==> src/rtl/mmu_pkg.sv <==
// mmu_pkg: register map, region boundaries and region enum shared by the MMU decoder.
// MMU_WRITE_PROTECT_EN extends the register block with wp_mask and status.
package mmu_pkg;
    localparam logic [15:0] IO_BANK_L_ADDR = 16'h0000;
    localparam logic [15:0] IO_BANK_H_ADDR = 16'h0001;
    localparam logic [15:0] ROM_CTRL_ADDR  = 16'h0002;
    localparam logic [15:0] WIN_PAGE_ADDR  = 16'h0003;
    localparam logic [15:0] WIN_PAGE_LAST  = 16'h000A;
`ifdef MMU_WRITE_PROTECT_EN
    localparam logic [15:0] WP_MASK_ADDR   = 16'h000B;
    localparam logic [15:0] STATUS_ADDR    = 16'h000C;
    localparam logic [15:0] DEC_LAST       = 16'h000C;
`else
    localparam logic [15:0] DEC_LAST       = 16'h000A;
`endif
    localparam logic [15:0] ROM_WIN_BASE   = 16'hE000;
    localparam logic [15:0] IO_BASE        = 16'hFE00;
    localparam logic [15:0] ROM_BASE       = 16'hFF00;
    localparam int          WIN_SHIFT      = 13;

    typedef enum logic [2:0] {REG_DEC, REG_ROM, REG_IO, REG_RAM, REG_NONE} region_e;

    function automatic int bank_w(input int n);
        return (n > 1) ? $clog2(n) : 1;
    endfunction
endpackage

==> src/rtl/mmu_region_decode.sv <==
// mmu_region_decode: priority address decode of the CPU address into a region and IO bank index.
module mmu_region_decode import mmu_pkg::*; #(
    parameter int NUM_IO_BANKS = 16
) (
    input  logic [15:0]                       addr_i,
    input  logic                              rom_in_i,
    input  logic [15:0]                       bank_i,
    output region_e                           region_o,
    output logic [bank_w(NUM_IO_BANKS)-1:0]   bank_idx_o
);
    logic bank_ok;

    // An out-of-range bank selects nothing rather than falling through to RAM.
    assign bank_ok    = bank_i < 16'(NUM_IO_BANKS);
    assign bank_idx_o = bank_i[bank_w(NUM_IO_BANKS)-1:0];
    assign region_o   = (addr_i <= DEC_LAST)     ? REG_DEC :
                        (addr_i >= ROM_BASE)     ? REG_ROM :
                        (addr_i >= IO_BASE)      ? (bank_ok ? REG_IO : REG_NONE) :
                        (addr_i >= ROM_WIN_BASE) ? (rom_in_i ? REG_ROM : REG_RAM) :
                                                   REG_RAM;
endmodule

==> src/rtl/mmu_addr_decoder.sv <==
// mmu_addr_decoder: 8-window MMU with control registers and registered chip selects.
// Optional write protection via MMU_WRITE_PROTECT_EN.
module mmu_addr_decoder import mmu_pkg::*; #(
    parameter int NUM_IO_BANKS = 16,
    parameter int EXT_ADDR_W   = 20
) (
    input  logic                    clk_i,
    input  logic                    rst_n_i,
    input  logic [15:0]             addr_i,
    input  logic                    we_i,
    input  logic [7:0]              data_i,
    output logic [7:0]              data_o,
    output logic [EXT_ADDR_W-1:0]   ext_addr_o,
    output logic [EXT_ADDR_W-1:0]   ext_addr_w_o,
    output logic                    ram_cs_o,
    output logic                    ram_we_o,
    output logic                    rom_cs_o,
    output logic                    dec_cs_o,
    output logic [NUM_IO_BANKS-1:0] io_cs_o
);
    localparam int PW = EXT_ADDR_W - WIN_SHIFT;
    localparam logic [NUM_IO_BANKS-1:0] IO_ONE = 1;

    logic [7:0]                      io_bank_l, io_bank_h, rdata, wp_rdata;
    logic                            rom_ctrl, wr_reg, viol, ram_sel;
    logic [PW-1:0]                   win_page [8];
    logic [15:0]                     page_wdata;
    logic [2:0]                      win, pidx;
    region_e                         region;
    logic [bank_w(NUM_IO_BANKS)-1:0] bank_idx;

    mmu_region_decode #(.NUM_IO_BANKS(NUM_IO_BANKS)) u_region (
        .addr_i     (addr_i),
        .rom_in_i   (~rom_ctrl),
        .bank_i     ({io_bank_h, io_bank_l}),
        .region_o   (region),
        .bank_idx_o (bank_idx)
    );

    assign win        = addr_i[15:13];
    assign pidx       = addr_i[2:0] - 3'd3;
    assign ext_addr_o = {win_page[win], addr_i[12:0]};
    assign wr_reg     = we_i && region == REG_DEC;
    // Wide EXT_ADDR_W borrows the page bits above data_i from io_bank_h.
    assign page_wdata = {io_bank_h, data_i};
    assign ram_sel    = region == REG_RAM && !viol;
    assign rdata      = (addr_i == IO_BANK_L_ADDR) ? io_bank_l :
                        (addr_i == IO_BANK_H_ADDR) ? io_bank_h :
                        (addr_i == ROM_CTRL_ADDR)  ? {7'd0, rom_ctrl} :
                        (addr_i >= WIN_PAGE_ADDR && addr_i <= WIN_PAGE_LAST) ? 8'(win_page[pidx]) :
                        wp_rdata;

`ifdef MMU_WRITE_PROTECT_EN
    logic [7:0] wp_mask;
    logic       status;

    assign viol     = we_i && region == REG_RAM && wp_mask[win];
    assign wp_rdata = (addr_i == WP_MASK_ADDR) ? wp_mask :
                      (addr_i == STATUS_ADDR)  ? {7'd0, status} : 8'd0;

    always_ff @(posedge clk_i or negedge rst_n_i) begin
        if (!rst_n_i) begin
            wp_mask <= '0;
            status  <= 1'b0;
        end else begin
            if (wr_reg && addr_i == WP_MASK_ADDR) wp_mask <= data_i;
            status <= viol ? 1'b1 : (wr_reg && addr_i == STATUS_ADDR && data_i[0]) ? 1'b0 : status;
        end
    end
`else
    assign viol     = 1'b0;
    assign wp_rdata = 8'd0;
`endif

    always_ff @(posedge clk_i or negedge rst_n_i) begin
        if (!rst_n_i) begin
            io_bank_l    <= '0;
            io_bank_h    <= '0;
            rom_ctrl     <= 1'b0;
            for (int w = 0; w < 8; w++) win_page[w] <= PW'(w);
            data_o       <= '0;
            ext_addr_w_o <= '0;
            ram_cs_o     <= 1'b0;
            ram_we_o     <= 1'b0;
            rom_cs_o     <= 1'b0;
            dec_cs_o     <= 1'b0;
            io_cs_o      <= '0;
        end else begin
            if (wr_reg && addr_i == IO_BANK_L_ADDR) io_bank_l <= data_i;
            if (wr_reg && addr_i == IO_BANK_H_ADDR) io_bank_h <= data_i;
            if (wr_reg && addr_i == ROM_CTRL_ADDR) rom_ctrl <= data_i[0];
            for (int w = 0; w < 8; w++)
                if (wr_reg && addr_i == WIN_PAGE_ADDR + 16'(w)) win_page[w] <= page_wdata[PW-1:0];
            data_o       <= rdata;
            ext_addr_w_o <= ext_addr_o;
            ram_cs_o     <= ram_sel;
            ram_we_o     <= ram_sel && we_i;
            rom_cs_o     <= region == REG_ROM && !we_i;
            dec_cs_o     <= region == REG_DEC;
            io_cs_o      <= (region == REG_IO) ? IO_ONE << bank_idx : '0;
        end
    end
endmodule
==> config.mk <==
export PLATFORM = sky130hd
export DESIGN_NAME = mmu_addr_decoder
export DESIGN_NICKNAME = d
export VERILOG_FILES = /design/src/rtl/mmu_pkg.sv /design/src/rtl/mmu_region_decode.sv /design/src/rtl/mmu_addr_decoder.sv
export SDC_FILE = /design/constraint.sdc
export NUM_CORES = 1
export LEC_CHECK = 0
export BUFFER_PORTS_ARGS = -buffer_cell sky130_fd_sc_hd__buf_2
export CORE_MARGIN = 1
export CORE_UTILIZATION = 51
export DETAILED_ROUTE_END_ITERATION = 6
export HOLD_SLACK_MARGIN = 0.12
export PLACE_DENSITY = 0.76
export SLEW_MARGIN = 5
export SYNTH_ARGS = -nofsm -noshare
export SYNTH_HDL_FRONTEND = slang
export SYNTH_SLANG_ARGS = --single-unit
==> constraint.sdc <==
create_clock -name clk_i -period 2.7 [get_ports clk_i]
set_clock_uncertainty 0.1 [all_clocks]
set_input_delay 0.54 -clock clk_i [delete_from_list [all_inputs] [get_ports clk_i]]
set_output_delay 0.54 -clock clk_i [all_outputs]
set_load 0.01 [all_outputs]
## Word level (Yosys, flattened, before mapping)

Cells that the tools add are included.

- Eq/ne operators: 13
- Reduce and logical (&&, ||, !) cells: 18
- Add/sub/neg operators: 1
- $lt $le $gt $ge: 8
- Shift-type cells: 1
- Mux-type cells: 17
- Bitwise gates (word level): 2

Operator list:

| operator | number |
|---|---|
| == test 16 x 3 -> 1 bit, second input constant | 4 |
| == test 16 x 4 -> 1 bit, second input constant | 3 |
| >= comparator 16 bit, second input constant | 3 |
| binary-select mux 7 bit (select 3 bit) | 2 |
| two-way mux 7 bit | 6 |
| == test 16 x 2 -> 1 bit, second input constant | 2 |
| == test 16 x 1 -> 1 bit, second input constant | 1 |
| >= comparator 16 x 2 -> 1 bit, second input constant | 1 |
| <= comparator 16 x 4 -> 1 bit, second input constant | 1 |
| logical NOT 16 bit | 1 |
| less-than comparator 16 x 5 -> 1 bit, second input constant | 1 |
| two-way mux 16 bit | 1 |
| two-way mux 8 bit | 2 |
| left shift 1 x 4 -> 16 bit, first input constant | 1 |
| logical AND 1 bit | 15 |
| two-way mux 3 bit | 5 |
| >= comparator 4 bit, second input constant | 2 |
| NOT 3 -> 4 bit | 2 |
| == test 3 x 2 -> 1 bit, second input constant | 2 |
| == test 3 x 1 -> 1 bit, second input constant | 1 |
| logical NOT 3 bit | 1 |
| subtractor 3 x 2 -> 3 bit, second input constant | 1 |
| two-way mux 2 bit | 1 |
| logical NOT 1 bit | 1 |

- Output and inout bits: 68
- Input port bits: 27
- Logic and storage cells: 78
- Bits in registers: 121

## Longest topological paths before layout

Gate-level depths: netlist (run 1).

- Depth after elaboration: 9
- Gate-level depth with buffers: 9
- Mapped depth without buffers: 6

## Hierarchy

Synthesis (run 1) repeated with hierarchy kept, for this count alone.

- Cells, all modules: 390
- Area, all modules: 5587.9 um2

Modules (own cells, without submodules):

| module | times used | cells an instance | area each (um2) |
|---|---|---|---|
| mmu_addr_decoder | 1 | 367 | 5440.2 |
| mmu_region_decode | 1 | 23 | 147.6 |

## Worst setup path after synthesis (run 1)

Ideal clock, no wire load.

- Path kind: input-to-reg
- From: input addr_i[0]
- To: register data_o[0]
- Buffers on the path: 3
- Stages on the path: 9
- Library setup time: 0.131 ns
- Data required time: 2.469 ns
- Data arrival time: 2.826 ns
- Path slack: -0.357 ns
- Cell sequence: buf_2 > buf_1 > inv_1 > ha_1 > clkbuf_1 > mux4_2 > o211a_1 > o211ai_1 > a22oi_1

- Longest elaborated chain between the ends: 9
- Elaborated cells on any way between the ends: 15

RTL lines:

| what | RTL line | text |
|---|---|---|
| start, declared | mmu_addr_decoder.sv:9 | `input logic [15:0] addr_i,` |
| subtractor 3 x 2 -> 3 bit | mmu_addr_decoder.sv:41 | `assign pidx = addr_i[2:0] - 3'd3;` |
| NOT 3 -> 4 bit (implied by the code) | mmu_addr_decoder.sv:50 | `(addr_i >= WIN_PAGE_ADDR && addr_i <= WIN_PAGE_LAST) ? 8'(win_page[pidx]) :` |
| binary-select mux 7 bit (select 3 bit) | mmu_addr_decoder.sv:50 |  |
| two-way mux 7 bit (implied by the code) (2 in a row) | mmu_addr_decoder.sv:50 |  |
| two-way mux 7 bit | mmu_addr_decoder.sv:50 |  |
| two-way mux 7 bit | mmu_addr_decoder.sv:49 | `(addr_i == ROM_CTRL_ADDR) ? {7'd0, rom_ctrl} :` |
| two-way mux 8 bit | mmu_addr_decoder.sv:48 | `(addr_i == IO_BANK_H_ADDR) ? io_bank_h :` |
| two-way mux 8 bit * | mmu_addr_decoder.sv:47 | `assign rdata = (addr_i == IO_BANK_L_ADDR) ? io_bank_l :` |
| named net rdata[0] | mmu_addr_decoder.sv:24 | `logic [7:0] io_bank_l, io_bank_h, rdata, wp_rdata;` |
| end signal, assigned | mmu_addr_decoder.sv:94 | `data_o <= rdata;` |
| end, declared | mmu_addr_decoder.sv:12 | `output logic [7:0] data_o,` |

Mark *: on every way through the listed nets, which the timed path passes. The rest lies on a longest branch. The select of a mux whose other input is x is not followed.
A chain may end at the register's enable or synchronous reset.

## Worst setup path after layout (run 1)

- From: input addr_i[12]
- To: register win_page[3] (netlist name)

- Longest elaborated chain between the ends: 8
- Elaborated cells on any way between the ends: 12

RTL lines:

| what | RTL line | text |
|---|---|---|
| >= comparator 16 bit | mmu_region_decode.sv:19 | `(addr_i >= ROM_WIN_BASE) ? (rom_in_i ? REG_ROM : REG_RAM) :` |
| two-way mux 3 bit | mmu_region_decode.sv:19 |  |
| two-way mux 3 bit | mmu_region_decode.sv:18 | `(addr_i >= IO_BASE) ? (bank_ok ? REG_IO : REG_NONE) :` |
| two-way mux 3 bit | mmu_region_decode.sv:17 | `(addr_i >= ROM_BASE) ? REG_ROM :` |
| two-way mux 3 bit | mmu_region_decode.sv:16 | `assign region_o = (addr_i <= DEC_LAST) ? REG_DEC :` |
| logical NOT 3 bit | mmu_addr_decoder.sv:43 | `assign wr_reg = we_i && region == REG_DEC;` |
| logical AND 1 bit | mmu_addr_decoder.sv:43 |  |
| logical AND 1 bit * | mmu_addr_decoder.sv:93 | `if (wr_reg && addr_i == WIN_PAGE_ADDR + 16'(w)) win_page[w] <= page_wdata[PW-1:0];` |
| end signal, assigned by index | mmu_addr_decoder.sv:93 |  |
| end, declared | mmu_addr_decoder.sv:26 | `logic [PW-1:0] win_page [8];` |

Every way passes the cells marked *; elsewhere a longest branch is shown, timed or not.

==> results of run 1 <==
## timing repair
action,CTS,global route
resized for setup,0,4
setup endpoints to repair,0,28
hold endpoints to repair,60,0
setup buffers,0,1
hold buffers,12,0
## cells by family (layout without fill, tap and decap cells)
kind of cell,Yosys count,in the layout
adders and majority gates,4,4
buffers and inverters,48,175
muxes,115,115
xor gates and xnor gates,1,1
DFF,121,121
and+or+nand+nor,71,71
AOI/OAI and AO/OA,17,17
## flip-flops by register name, indices dropped and copies added, names as in the netlist
register / cells
ram_cs_o: 1
data_o: 8
io_cs_o: 16
dec_cs_o: 1
io_bank_h: 8
io_bank_l: 8
win_page: 56
ram_we_o: 1
rom_ctrl: 1
ext_addr_w_o: 20
rom_cs_o: 1
## cell usage after synthesis (7+ instances only)
cell	number	area share, %
sky130_fd_sc_hd__buf_1	10	0.68
sky130_fd_sc_hd__buf_4	14	1.9
sky130_fd_sc_hd__clkbuf_1	11	0.75
sky130_fd_sc_hd__dfrtp_1	109	49
sky130_fd_sc_hd__dfstp_2	12	5.7
sky130_fd_sc_hd__inv_1	9	0.61
sky130_fd_sc_hd__mux2_2	73	15
sky130_fd_sc_hd__mux2_4	7	1.9
sky130_fd_sc_hd__mux2i_1	7	1.3
sky130_fd_sc_hd__mux4_2	28	11
sky130_fd_sc_hd__nand2_1	8	0.54
sky130_fd_sc_hd__nand3_1	11	1.0
sky130_fd_sc_hd__nor2_1	15	1.0
## area by class of cell
| class | count | area, µm² | share of cell area [%] |
|---|---|---|---|
| clock inverter | 12 | 151 | 2.18 |
| inverter | 9 | 33.8 | 0.486 |
| timing repair buffer | 135 | 873 | 12.6 |
| multi-input combinational | 208 | 2250 | 32.4 |
| sequential | 121 | 3040 | 43.8 |
| clock buffer | 19 | 432 | 6.21 |
| tap | 136 | 170 | 2.45 |
## critical path, stage by stage
cell and delay (ns):
sky130_fd_sc_hd__dlygate4sd3_1 0.53, sky130_fd_sc_hd__buf_2 0.14, sky130_fd_sc_hd__or4_4 0.52, sky130_fd_sc_hd__nor3_2 0.27, sky130_fd_sc_hd__or4b_1 0.47, sky130_fd_sc_hd__buf_4 0.20, sky130_fd_sc_hd__mux2_4 0.30
## path summary, 6_finish.rpt
path                         startpoint  slack, ns  depth (start not counted)               to
min in group asynchronous       rst_n_i       0.54                          2     io_bank_h[0]
hold reg to reg            win_page[17]       0.43                          1     win_page[17]
setup / recovery             addr_i[12]       0.04                          7      win_page[3]
hold / removal                addr_i[2]       0.15                          1  ext_addr_w_o[2]
setup reg to reg            win_page[7]       1.07                          4        data_o[0]
max in group asynchronous       rst_n_i       1.17                          3      win_page[0]
## metal layers
layer	track usage, %	part of all wire [%]
met1	32.5	41
met2	39.9	51
met3	6.44	6.4
met4	10.7	1.6
met5	0	0
## where the power goes
| part | internal [mW] | switching, mW | total [mW] | leakage [nW] |
|---|---|---|---|---|
| Sequential | 1.83 | 0.00289 | 1.83 | 1.61 |
| Combinational | 0.0975 | 0.151 | 0.248 | 1.54 |
| Clock | 1.42 | 0.786 | 2.20 | 0.283 |
| Total | 3.34 | 0.939 | 4.28 | 3.43 |
## through the flow
step	hold slack [ns]	worst slack, ns	power [mW]	TNS, ns	instances
detailed placement	0.414	-0.0227	2.10	-0.0721	596
global route	0.138	0.00873	4.44	0	640
CTS	0.130	0.0187	4.32	0	639
global placement	0.402	0.0226	2.09	0	596
finish	0.154	0.0437	4.28	0	640
floorplan	0.144	0.0151	1.98	0	377
==> results, run 1 <==
- The total power divided by cell area is 616 nW/µm².
- The final critical path takes up 98.4% of the cycle.
- The share of the Yosys chip area taken by registers is 55.1%.
- The clock slew at the register clock pins of the worst setup and hold paths is 0.06 ns.
- The total of endpoints with negative setup slack in the final report is 0.
- For the worst-skew pair, the clock arrives at the later sink with an insertion delay of 0.51 ns.
- The unique cell type count in the Yosys netlist is 46.
- The endpoint class of the critical path is a register.
- In this run the worst hold path is classified as primary input to register.
- Routability-driven placement finished with a final weighted congestion of 0.840.
- The die height is 106 µm.
- Compared with the post-synthesis result, the final layout area differs by 26.0%.
- In this run the worst path has a maximum fanout of 7.
- The number of nets in the synthesized netlist is 408.
- The tree is rooted in a sky130_fd_sc_hd__clkbuf_8.
- The required time of the critical path is 3.00 ns.
- After filler insertion, the fill cell instance count of the layout stands at 749.
- Counting every sink on the clock net gives 121.
- The number of CTS-inserted buffers is 17.
- Of the total synthesized cell area, the portion taken by XOR and XNOR cells is 0.159%.
- The floorplan step set the die width to 106 µm.
- The area after detailed placement is 6220 µm².
- The maximum clock frequency is 376 MHz.
- The synthesized netlist devotes 7.35% of its cell area to simple gates.
- Synthesis handed over a netlist of 377 instances.
- For the worst setup path, the data arrival time is 2.96 ns.
- The final cell area excluding filler cells is 6950 µm².
- The largest buffer count on any clock path is 2.
- Summing over every cut layer, the via total after detailed routing is 3663.
- The wire length per cell is 19.6 µm.
- The final antenna diode count is 0.
- At the pin with the least slew margin, the transition time is 0.727 ns.
- The area inside the core boundary is 10400 µm².
- The async set-reset flop share out of synthesis is 100%.
- The number of enable-type register cells in the synthesized netlist is 0.
- The post-synthesis share of cell area spent on full adders, half adders and majority gates is 0.907%.
- Summed over all layers, the global routing overflow is 0.
- Leaving out fill and tap cells, the most frequent cell in the layout is sky130_fd_sc_hd__dfrtp_1.
- In this run, the number of DRC markers left after iteration 0 of detailed routing was 173.
- After detailed routing, the number of remaining DRC violations is 0.
- The final number of hold-violating endpoints is 0.
- The dominant synthesized flop cell is sky130_fd_sc_hd__dfrtp_1.
- Across the VDD grid, the largest voltage drop is 0.421 mV.
- The setup path with the least slack is of type primary input to register.
- Detailed placement finished with a half-perimeter wire length of 8610 µm.
- The synthesized netlist devotes 2.54% of its cell area to compound gates.
- The final-report max-slew violation count came to 0.
- Once the floorplan was initialized, standard cells occupied 53.0% of the core.
- The number of synthesized register bits is 121.
- The final design utilization is 66.8%.
- The wire length after detailed routing is 12600 µm.
- The number of H-tree levels is 4.
- Across the run, the number of max-cap violations was 0.
- Measured against its own limit, the worst slew margin works out to 51.5%.
- Setup repair after global routing left no endpoint under its margin.
- The via density per instance is 5.72.
- Leaving out fill and tap cells, the most frequent cells in the layout are sky130_fd_sc_hd__dfrtp_1, sky130_fd_sc_hd__buf_2, sky130_fd_sc_hd__mux2_2.
- After the last flow step, the layout net total stands at 523.
- The number of warnings issued by yosys is 0.
- The average cell area after synthesis is 14.6 µm².
- The run finished with clean final reports.
- Multiplexer cells account for 29.5% of the synthesized area.
- Across every metal layer, demand over resource in global routing totals 25.0%.
- The post-route netlist has 56.2% of its cells at a drive strength greater than 1.
- The dominant combinational cell family by area after synthesis is multiplexers.
- The count of buffers added on input and output ports is 94.
- The wire length of the first global-routing pass is 20500 µm.
- The floorplan has 37 rows.
- TritonCTS built the clock tree.
- The initial antenna violation count was 0.
- The cell area after synthesis is 5520 µm².
- The sort of element at the start of the critical path is a primary input.
- Before antenna repair, the detailed router went through 4 iterations.
- The area of the die is 11200 µm².
- The worst path in the final design needs a cycle of 2.66 ns, including I/O delays and setup.
- The via count of the first global-routing pass is 3784.
- In this run the static leakage power is 3.43 nW.
- The post-route antenna net violation count is 0.
- The pin count of the biggest net entering global routing is 55.
- 95 I/O pins were placed.
Note: power is estimated with default switching activity, not from simulation.
==> run 2: changes to the inputs <==
==> constraint.sdc (replaced) <==
create_clock -name clk_i -period 2.7 [get_ports clk_i]
set_clock_uncertainty 0.1 [all_clocks]
set_input_delay 0.675 -clock clk_i [delete_from_list [all_inputs] [get_ports clk_i]]
set_output_delay 0.675 -clock clk_i [all_outputs]
set_load 0.01 [all_outputs]
==> results, run 2 (synthesis gave the netlist of run 1 again) <==
- The run finished with clean final reports.
- The hold-critical path endpoint is ext_addr_w_o[6].
- The number of cells in the finished layout apart from fillers is 645 (+0.78%).
- The slack of the worst reg-to-reg path is 1.05 ns (-0.02 ns).
- The worst min-delay path class is primary input to register.
- The type of the worst setup path is primary input to output port.
- The most frequent standard cell in the layout excluding fill and tap cells is sky130_fd_sc_hd__dfrtp_1.
- The post-route antenna net violation count is 0 (unchanged).
- The tree is rooted in a sky130_fd_sc_hd__clkbuf_8.
- Setup repair after global routing left no endpoint under its margin.
- The DRC violations left came to 0 (unchanged).
- The floorplan die width is 106 µm (unchanged).
- The number of CTS-inserted buffers is 17 (unchanged).
- The fraction of final layout cells with drive strength greater than 1 is 58.2% (+2.0 points).
- The clock slew at the register clock pins of the worst setup and hold paths was 0.06 ns (about the same).
- The sum of buffers and inverters on the critical path is 3 (unchanged).
- The peak ir drop on the vdd network came to 0.362 mV (-14%).
- The post-route clock period utilization is 98.5% (about the same).
- The count of nets after finishing is 527 (+0.76%).
- The via density per instance was 5.74 (+0.28%).
- The number of standard-cell rows in the floorplan is 37 (unchanged).
- The highest net fanout along the worst path was 6 (-1).
- The final-report max-slew violation count is 0 (unchanged).
- The power consumption is 4.21 mW (-1.6%).
- The port buffer count is 94 (unchanged).
- STA classifies the critical path endpoint as an output port.
- The worst hold-check slack is 0.183 ns (+0.0287 ns).
- The startpoint identified for the worst hold timing path is addr_i[6].
- The pin count of the biggest net entering global routing is 43 (-22%).
- The number of vias after detailed routing is 3702 (+1.1%).
- The wire length after detailed routing is 13100 µm (+4.3%).
- The number of post-CTS setup repair buffers came to 0 (unchanged).
- The critical path data arrival time is 1.88 ns (-1.08 ns).
- STA classifies the critical path startpoint as a primary input.
- The total power divided by cell area was 609 nW/µm² (-1.2%).
- TritonCTS built the clock tree.
- The placer's final routability congestion estimate is 0.854 (+1.7%).
- The shortest period the worst path allows was 2.66 ns (+0.00257 ns).
- In this run the critical register-to-register path is captured at data_o[0].
- The number of placed I/O pins is 95 (unchanged).
- The detailed-placement wirelength estimate came to 9090 µm (+5.6%).
- The count of fill cells added during filler insertion came to 726 (-3.1%).
- The wire length of the first global-routing pass is 21300 µm (+3.7%).
- The top cell family by delay on the critical path is multiplexers.
- The die height is 106 µm (unchanged).
- The startpoint identified for the worst register-to-register timing path is win_page[7].
- The number of max-capacitance violations reported is 0 (unchanged).
- The required time of the critical path is 1.92 ns (-1.08 ns).
- The slew at the pin closest to its max-slew limit was 0.600 ns (-0.127 ns).
- The largest registers in the layout are win_page: 56 flops, ext_addr_w_o: 20 flops, io_cs_o: 16 flops.
- The violation count after the first detailed-routing iteration is 273 (+58%).
- The total of endpoints with negative setup slack in the final report is 0 (unchanged).
- The initial cell density of the core was 53.0% (unchanged).
- The first-pass iteration count of the detailed router is 4 (unchanged).
- The delay of the slowest critical-path stage is 0.50 ns (-0.03 ns).
- The static leakage power is 3.45 nW (+0.51%).
- The initial antenna violation count is 0 (unchanged).
- The overall global routing resource usage is 25.8% (+0.82 points).
- The critical path goes through buf_6, buf_12, mux4_2, mux2_4, buf_2.
- The worst reg2reg path depth is 4 (unchanged).
- The maximum clock frequency was 376 MHz (about the same).
- The wire length per cell came to 20.3 µm (+3.5%).
- The insertion delay to the later sink of the worst-skew pair is 0.52 ns (about the same).
- The tightest slew margin relative to the limit is 59.7% (+8.2 points).
- The number of sinks handled by clock tree synthesis is 121 (unchanged).
- The via count of the first global-routing pass is 3883 (+2.6%).
- From synthesis to final layout, the design area changed by 25.5%.
- The final antenna diode count is 0 (unchanged).
- The worst hold path stage count is 1 (unchanged).
- The area of the die is 11200 µm² (unchanged).
- The final number of hold-violating endpoints is 0 (unchanged).
- The final cell area excluding filler cells was 6920 µm² (-0.41%).
- The number of H-tree levels came to 4 (unchanged).
- The largest buffer count on any clock path is 2 (unchanged).
- The placed instance count is 611 (+2.5%).
- In the layout the commonest cells are sky130_fd_sc_hd__dfrtp_1, sky130_fd_sc_hd__buf_2, sky130_fd_sc_hd__mux2_2.
- The total negative setup slack was 0 ns (unchanged).
- The area after detailed placement is 6310 µm² (+1.3%).
- The slowest stage of the critical path is the sky130_fd_sc_hd__mux4_2 cell.
- The number of flip-flops under the largest register name is 56 (unchanged).
- The register with the most flip-flops is win_page.
- The leftover overflow at the end of global routing was 0 (unchanged).
- The area inside the core boundary is 10400 µm² (unchanged).
[run 2: cell count changes in the layout (fill, tap and decap cells not counted), sizes merged, moves of 2 or more]
| cell | delta |
|---|---|
| clkbuf | -2 |
| clkinvlp | +3 |
| buf | +15 |
| inv | +2 |
| dlygate4sd3 | -11 |
[run 2: per-stage QoR]
stage | utilization (%) | setup WS (ns)
after global routing | 66.5 | 0.0183
final | 66.5 | 0.0412
after floorplan | - | -0.0639
after CTS | 66.4 | 0.00676
after detailed placement | 60.5 | -0.159
after global placement | 60.5 | -0.123
[run 2: worst max path at each step]
stage               start              to  slack [ns]  depth (start not counted)
3_5_place_dp    addr_i[7]     win_page[4]       -0.16                          6
4_1_cts        addr_i[14]  ext_addr_o[17]       0.007                          5
6_report       addr_i[14]  ext_addr_o[17]        0.04                          5
3_3_place_gp    addr_i[7]     win_page[5]       -0.12                          6
2_1_floorplan   addr_i[0]       data_o[0]       -0.06                          9
5_1_grt        addr_i[14]  ext_addr_o[13]        0.02                          5
[run 2: metal layers]
| metal | routed length, µm | share of wire, % | vias up | global-route usage (%) |
|---|---|---|---|---|
| met1 | 5420 | 41 | 1891 | 33.5 |
| met3 | 813 | 6.2 | 28 | 6.68 |
| met5 | 0 | 0 | - | 0 |
| li1 | - | - | 1627 | - |
| met2 | 6600 | 50 | 156 | 41.7 |
| met4 | 258 | 2.0 | 0 | 10.0 |
[run 2: worst reg2reg max path, cell delays in order (launching register included)]
cell	delay (ns)
sky130_fd_sc_hd__dfrtp_1	0.39
sky130_fd_sc_hd__mux4_2	0.49
sky130_fd_sc_hd__o211a_1	0.22
sky130_fd_sc_hd__o211ai_1	0.21
sky130_fd_sc_hd__a22oi_1	0.11
[run 2: area by class of cell]
cell class	count	area (µm²)	area share, %
clock inverters	15	153	2.20
repair buffers	139	865	12.5
inverters	9	33.8	0.488
well taps	136	170	2.46
clock buffers	17	414	5.98
flip-flops and latches	121	3040	43.9
multi-input cells	208	2250	32.4
[run 2: where the power goes]
group          internal, mW  switching, mW  leakage (nW)
clock network          1.31          0.820         0.266
logic                 0.101          0.153          1.57
registers              1.83        0.00267          1.61
total                  3.24          0.976          3.45
[run 2: timing repair]
| item | 4_1_cts | 5_1_grt |
|---|---|---|
| endpoints found under the hold margin | 38 | 0 |
| setup endpoints to repair | 4 | 6 |
| hold buffers | 1 | 0 |
| gates resized for setup | 4 | 1 |
| gates cloned | 1 | 0 |
